$ cat src/rtl/sqrt_feeder.sv
// sqrt_feeder: operand FIFO and sequencer for the iterative 8-bit root unit.
// Optional result checker enabled by defining SQRT_FEEDER_CHECK_EN (adds out_err).
module sqrt_feeder #(
    parameter int DEPTH   = 4,
    parameter int TIMEOUT = 63
) (
    input  logic       Clk,
    input  logic       Rst_n,
    input  logic       in_valid,
    input  logic [7:0] in_data,
    output logic       in_ready,
    output logic [7:0] sq_A,
    output logic       sq_start,
    input  logic       sq_ack,
    input  logic [3:0] sq_I,
    output logic       out_valid,
    output logic [7:0] out_operand,
    output logic [3:0] out_root,
    input  logic       out_ready,
    output logic       busy,
`ifdef SQRT_FEEDER_CHECK_EN
    output logic       err_timeout,
    output logic       out_err
`else
    output logic       err_timeout
`endif
);

    localparam int AW = (DEPTH > 1) ? $clog2(DEPTH) : 1;
    localparam int CW = AW + 1;
    localparam logic [CW-1:0] FULL_CNT = CW'(DEPTH);
    localparam logic [7:0] TMO = 8'(TIMEOUT);

    typedef enum logic [2:0] {
        IDLE, ISSUE, WAIT_LO, WAIT_HI, OUT, GAP
    } state_t;

    state_t state_q, state_d;

    logic [7:0]    mem_q [DEPTH];
    logic [AW-1:0] wr_ptr_q, wr_ptr_d;
    logic [AW-1:0] rd_ptr_q, rd_ptr_d;
    logic [CW-1:0] count_q, count_d;
    logic [7:0]    sq_a_q, sq_a_d;
    logic [7:0]    opnd_q, opnd_d;
    logic [3:0]    root_q, root_d;
    logic [7:0]    tmo_q, tmo_d;
    logic          err_q, err_d;
    logic          push, pop;

    assign in_ready = (count_q < FULL_CNT);
    assign push     = in_valid && in_ready;
    assign pop      = (state_q == IDLE) && (count_q != '0);

    // FIFO pointer and occupancy bookkeeping
    always_comb begin
        wr_ptr_d = wr_ptr_q;
        rd_ptr_d = rd_ptr_q;
        count_d  = count_q;
        if (push) wr_ptr_d = wr_ptr_q + AW'(1);
        if (pop)  rd_ptr_d = rd_ptr_q + AW'(1);
        case ({push, pop})
            2'b10:   count_d = count_q + CW'(1);
            2'b01:   count_d = count_q - CW'(1);
            default: count_d = count_q;
        endcase
    end

    // FIFO storage; written only on an accepted push
    always_ff @(posedge Clk or negedge Rst_n) begin
        if (!Rst_n) begin
            for (int i = 0; i < DEPTH; i++) mem_q[i] <= '0;
        end else if (push) begin
            mem_q[wr_ptr_q] <= in_data;
        end
    end

    // Sequencer next-state: issue, wait for ack low/high, present, cool down
    always_comb begin
        state_d = state_q;
        sq_a_d  = sq_a_q;
        opnd_d  = opnd_q;
        root_d  = root_q;
        tmo_d   = tmo_q;
        err_d   = err_q;
        case (state_q)
            IDLE: begin
                if (pop) begin
                    sq_a_d  = mem_q[rd_ptr_q];
                    opnd_d  = mem_q[rd_ptr_q];
                    state_d = ISSUE;
                end
            end
            ISSUE: begin
                tmo_d   = '0;
                state_d = WAIT_LO;
            end
            WAIT_LO: begin
                if (tmo_q == TMO) begin
                    err_d   = 1'b1;
                    state_d = GAP;
                end else begin
                    tmo_d = tmo_q + 8'd1;
                    if (!sq_ack) state_d = WAIT_HI;
                end
            end
            WAIT_HI: begin
                if (tmo_q == TMO) begin
                    err_d   = 1'b1;
                    state_d = GAP;
                end else begin
                    tmo_d = tmo_q + 8'd1;
                    if (sq_ack) begin
                        root_d  = sq_I;
                        state_d = OUT;
                    end
                end
            end
            OUT: begin
                if (out_ready) state_d = GAP;
            end
            GAP: begin
                state_d = IDLE;
            end
            default: begin
                state_d = IDLE;
            end
        endcase
    end

    // Sequencer and FIFO registers
    always_ff @(posedge Clk or negedge Rst_n) begin
        if (!Rst_n) begin
            state_q  <= IDLE;
            wr_ptr_q <= '0;
            rd_ptr_q <= '0;
            count_q  <= '0;
            sq_a_q   <= '0;
            opnd_q   <= '0;
            root_q   <= '0;
            tmo_q    <= '0;
            err_q    <= 1'b0;
        end else begin
            state_q  <= state_d;
            wr_ptr_q <= wr_ptr_d;
            rd_ptr_q <= rd_ptr_d;
            count_q  <= count_d;
            sq_a_q   <= sq_a_d;
            opnd_q   <= opnd_d;
            root_q   <= root_d;
            tmo_q    <= tmo_d;
            err_q    <= err_d;
        end
    end

    assign sq_A        = sq_a_q;
    assign sq_start    = (state_q == ISSUE);
    assign out_valid   = (state_q == OUT);
    assign out_operand = opnd_q;
    assign out_root    = root_q;
    assign busy        = (state_q != IDLE);
    assign err_timeout = err_q;

`ifdef SQRT_FEEDER_CHECK_EN
    logic [8:0] r9, rp1, a9, lo_sq, hi_sq;

    // Flag a root that does not bracket its operand; 9 bits hold 16*16
    always_comb begin
        r9      = {5'd0, root_q};
        rp1     = r9 + 9'd1;
        a9      = {1'b0, opnd_q};
        lo_sq   = r9 * r9;
        hi_sq   = rp1 * rp1;
        out_err = (state_q == OUT) && !((lo_sq <= a9) && (a9 < hi_sq));
    end
`endif

endmodule

$ cat config.mk
export PLATFORM = sky130hd
export DESIGN_NAME = sqrt_feeder
export DESIGN_NICKNAME = d
export VERILOG_FILES = /design/src/rtl/sqrt_feeder.sv
export SDC_FILE = /design/constraint.sdc
export NUM_CORES = 1
export LEC_CHECK = 0
export BUFFER_PORTS_ARGS = -buffer_cell sky130_fd_sc_hd__buf_2
export CAP_MARGIN = 15
export CORE_AREA = 5 5 146 78
export DETAILED_ROUTE_END_ITERATION = 16
export DIE_AREA = 0 0 151 83
export GPL_TIMING_DRIVEN = 0
export PLACE_DENSITY = 0.45
export SLEW_MARGIN = 5
export SYNTH_ARGS = -nofsm -noshare
export SYNTH_HDL_FRONTEND = slang
export SYNTH_SLANG_ARGS = --single-unit
export TNS_END_PERCENT = 100
$ cat constraint.sdc
create_clock -name Clk -period 6.45 [get_ports Clk]
set_clock_uncertainty 0.15 [all_clocks]
set_input_delay 0.645 -clock Clk [delete_from_list [all_inputs] [get_ports Clk]]
set_output_delay 0.645 -clock Clk [all_outputs]
set_load 0.01 [all_outputs]
==> metrics.md <==
| Metric | Value |
|---|---|
| Leakage | ~0.0017 uW |
| Post-layout min period | around 2.5 ns |
| GR Util All Layers | between 10% and 20% |
| Crit Reg-Reg Startpoint | state_q[1]$_DFFE_PN0P_ |
| DR WL/cell | between 10 and 15 um |
| Worst min path class | input pin to asynchronous set/reset pin |
| Global route total overflow | 0 |
| RSZ-0062 raised after global routing | no |
| Outcome | finished, final reports clean |
| Final Net Count | 290 |
| Final Cycle Share | between 30% and 40% |
| Diodes inserted | 0 |
| Vias in the first global route | about 1900 |
| CP Depth | 4 |
| First-pass GRT wire length | 10.1 mm |
| Synth-to-layout area growth | 24.4% |
| Worst-path fanout max | 7 |
| CTS buffer count | 9 |
| Core ar. | roughly 10000 um^2 |
| Critical Path Slowest Stage Cell | dfrtp_1 |
| Initial antenna violation count | 0 |
| CTS tree | done |
| Worst Path Buf+Inv | 3 |
| Final Hold Vio Count | 0 |
| Relative slew slack | 55.9% |
| CP endpoint | sq_start |
| Worst reg-to-reg path cell count | 8 |
| Register bit total from synthesis | 63 |
| Starting density of the core | between 20% and 30% |
| Io pins | 42 |
| Syn nets | approximately 240 |
| Fmax | approximately 400 MHz |
| MaxCap Viol Count | 0 |
| Die height | about 83 um |
| Crit-path cells | or3b_1, clkbuf_1, inv_1, buf_2 |
| Routed vias/inst | around 4.4 |
| Site Rows | 26 |
| Synth unique cells | 39 |
| DRT antenna net count | 0 |
| Root Buffer | clkbuf_16 |
| Slowest cell delay on critical path | 0.46 ns |
| RR Endpoint | count_q[2]$_DFFE_PN0P_ |
| Kind of critical path | register to output port |
| Cells after synthesis | between 200 and 250 |
| Worst EP arrival | ~1.7 ns |
| IO buf count | approximately 40 |
| Area after DPL | about 3300 um^2 |
| Worst VDD drop | 0.158 mV |
| CTS Sinks | 63 |
| Total power | 1940 uW |
| Sum Neg Setup Slack | 0 ns |
| Post-cts resize count | 0 |
| Worst Path Required | between 5 and 6 ns |
| Worst-skew pair later-pin latency | about 0.33 ns |
| Final Max Tran Viols | 0 |
| Wirelength, routed | just over 6 mm |
| Synth Cell Area | around 3000 um^2 |
| Pre-antenna DRT Iters | 4 |
| Critical path endpoint category | output port |
| Cell area power density | about 530 nW/um^2 |
| Syn avg cell area | 13.8 um^2 |
| CTS Hold Buffers Added | 0 |
| Die ar. | ~13000 um^2 |
| Die width | about 150 um |
| Final Instance Area | around 3700 um^2 |
| Sequential fraction of the synthesis area | 53.6% |
| Synth Warn # | 0 |
| Routability cong. | 0.729 |
| Crit path launch | state_q[1]$_DFFE_PN0P_ |
| R2R Setup Slk | 4.08 ns |
| Largest net degree at the start of global routing | 64 |
| Worst Tran Pin Value | between 0.6 and 0.7 ns |
| Iter 0 DRT Violations | 38 |
| DRC Markers | 0 |
| Placed wire-length estimate | 4.18 mm |
| Layout cells sized above 1 | about 48% |
| Final setup vio count | 0 |
| Worst setup SP type | register |
| H-tree levels | 3 |
| Worst-path clk slew | ~0.060 ns |
| Setup bufs post-CTS | 0 |
| Clk buf depth | 2 |
| Vias | 1814 |
| Crit-path leading delay family | buffers and inverters |
==> layout make-up <==
type	count	area [um^2]
Multi-Input combinational cell	128	1240
Inverter	9	33.8
Sequential cell	63	1580
Fill cell	1008	6300
Timing Repair Buffer	42	235
Clock buffer	10	239
Buffer	13	91.3
Clock inverter	6	67.6
Tap cell	140	175
==> cells by family (layout without fill, tap and decap cells) <==
logic type / count (synthesis) / count (layout) / share of synthesized area, %
fa+ha+maj: 7 / 7 / 3.24
buf+inv: 22 / 80 / 4.26
mux: 56 / 56 / 24.9
flops: 63 / 63 / 53.6
xor+xnor: 8 / 8 / 2.38
simple gates: 45 / 45 / 8.51
compound gates: 12 / 12 / 3.11
==> state kept, by name, indices dropped and copies added (netlist names) <==
register     count
tmo_q            8
state_q          3
wr_ptr_q         2
out_root         4
count_q          3
rd_ptr_q         2
err_timeout      1
out_operand      8
mem_q           32
==> through the flow <==
stage / hold WS, ns / std cells / util, % / setup slack (ns)
global route: 0.161 / 411 / 36.7 / 3.81
detailed placement: 0.318 / 395 / 33.6 / 4.07
CTS: 0.164 / 411 / 36.7 / 3.93
global placement: 0.301 / 394 / 33.3 / 4.05
floorplan: 0.199 / 213 / - / 4.30
finish: 0.148 / 411 / 36.7 / 3.95
==> metal layers <==
| layer | vias to the layer above | GRT usage [%] | wire length (um) |
|---|---|---|---|
| met5 | - | 0 | 0 |
| met4 | 0 | 3.95 | 80 |
| met3 | 7 | 4.95 | 385 |
| met2 | 42 | 13.3 | 2320 |
| met1 | 909 | 15.6 | 3260 |
| li1 | 856 | - | - |
==> cell usage in the layout (no fill, tap or decap), types with 3 or more instances in the layout <==
cell / synthesis / routed
dfrtp_1: 63 / 63
ha_1: 6 / 6
inv_1: 9 / 9
nand3_1: 7 / 7
o21ai_0: 3 / 3
buf_2: 1 / 41
nand2_1: 13 / 13
buf_4: 9 / 10
mux2i_1: 4 / 4
mux4_2: 8 / 8
clkbuf_16: 0 / 9
xnor2_1: 5 / 5
xor2_1: 3 / 3
nor2_1: 7 / 7
mux2_2: 40 / 40
nor3_1: 3 / 3
mux2_4: 4 / 4
==> worst min path at each step <==
stage / endpoint / slack (ns) / depth (start not counted)
2_1_floorplan: count_q[0]$_DFFE_PN0P_ / 0.20 / 0
3_3_place_gp: err_timeout$_DFFE_PN0P_ / 0.30 / 1
3_5_place_dp: err_timeout$_DFFE_PN0P_ / 0.32 / 1
4_1_cts: out_operand[6]$_DFFE_PN0P_ / 0.16 / 2
5_1_grt: mem_q[30]$_DFFE_PN0P_ / 0.16 / 2
6_report: mem_q[30]$_DFFE_PN0P_ / 0.15 / 2
==> cells in the mapped netlist <==
cell type	number	area, um^2
xor2_1	3	26.3
nor3_1	3	15.0
inv_1	9	33.8
clkbuf_1	2	7.51
a21o_1	2	15.0
nor3_2	1	10.0
or3b_1	1	8.76
nor4_2	1	12.5
a31o_4	1	17.5
fa_1	1	20.0
nor2_1	7	26.3
and4_4	1	11.3
or3_1	1	6.26
nand4_1	2	12.5
and2_1	1	6.26
nor2_4	1	11.3
a21oi_1	1	5.00
and3_1	1	6.26
mux2i_1	4	40.0
a211oi_1	1	7.51
and2b_1	1	7.51
a221oi_1	1	8.76
ha_1	6	75.1
buf_6	1	11.3
buf_4	9	67.6
xnor2_1	5	43.8
nand2_1	13	48.8
mux2_4	4	60.1
nor2b_1	1	6.26
buf_2	1	5.00
nand2b_4	1	13.8
nand3_1	7	35.0
dfrtp_1	63	1580
o21ai_0	3	15.0
or2_2	2	12.5
mux2_2	40	450
mux4_2	8	180
o211ai_1	2	15.0
o31ai_1	1	7.51
==> report_power, final <==
group	switching, uW	total [uW]	internal (uW)
Sequential	119	700	581
Combinational	323	747	424
Clock	182	493	311
Power figures use the tool's default switching activity.
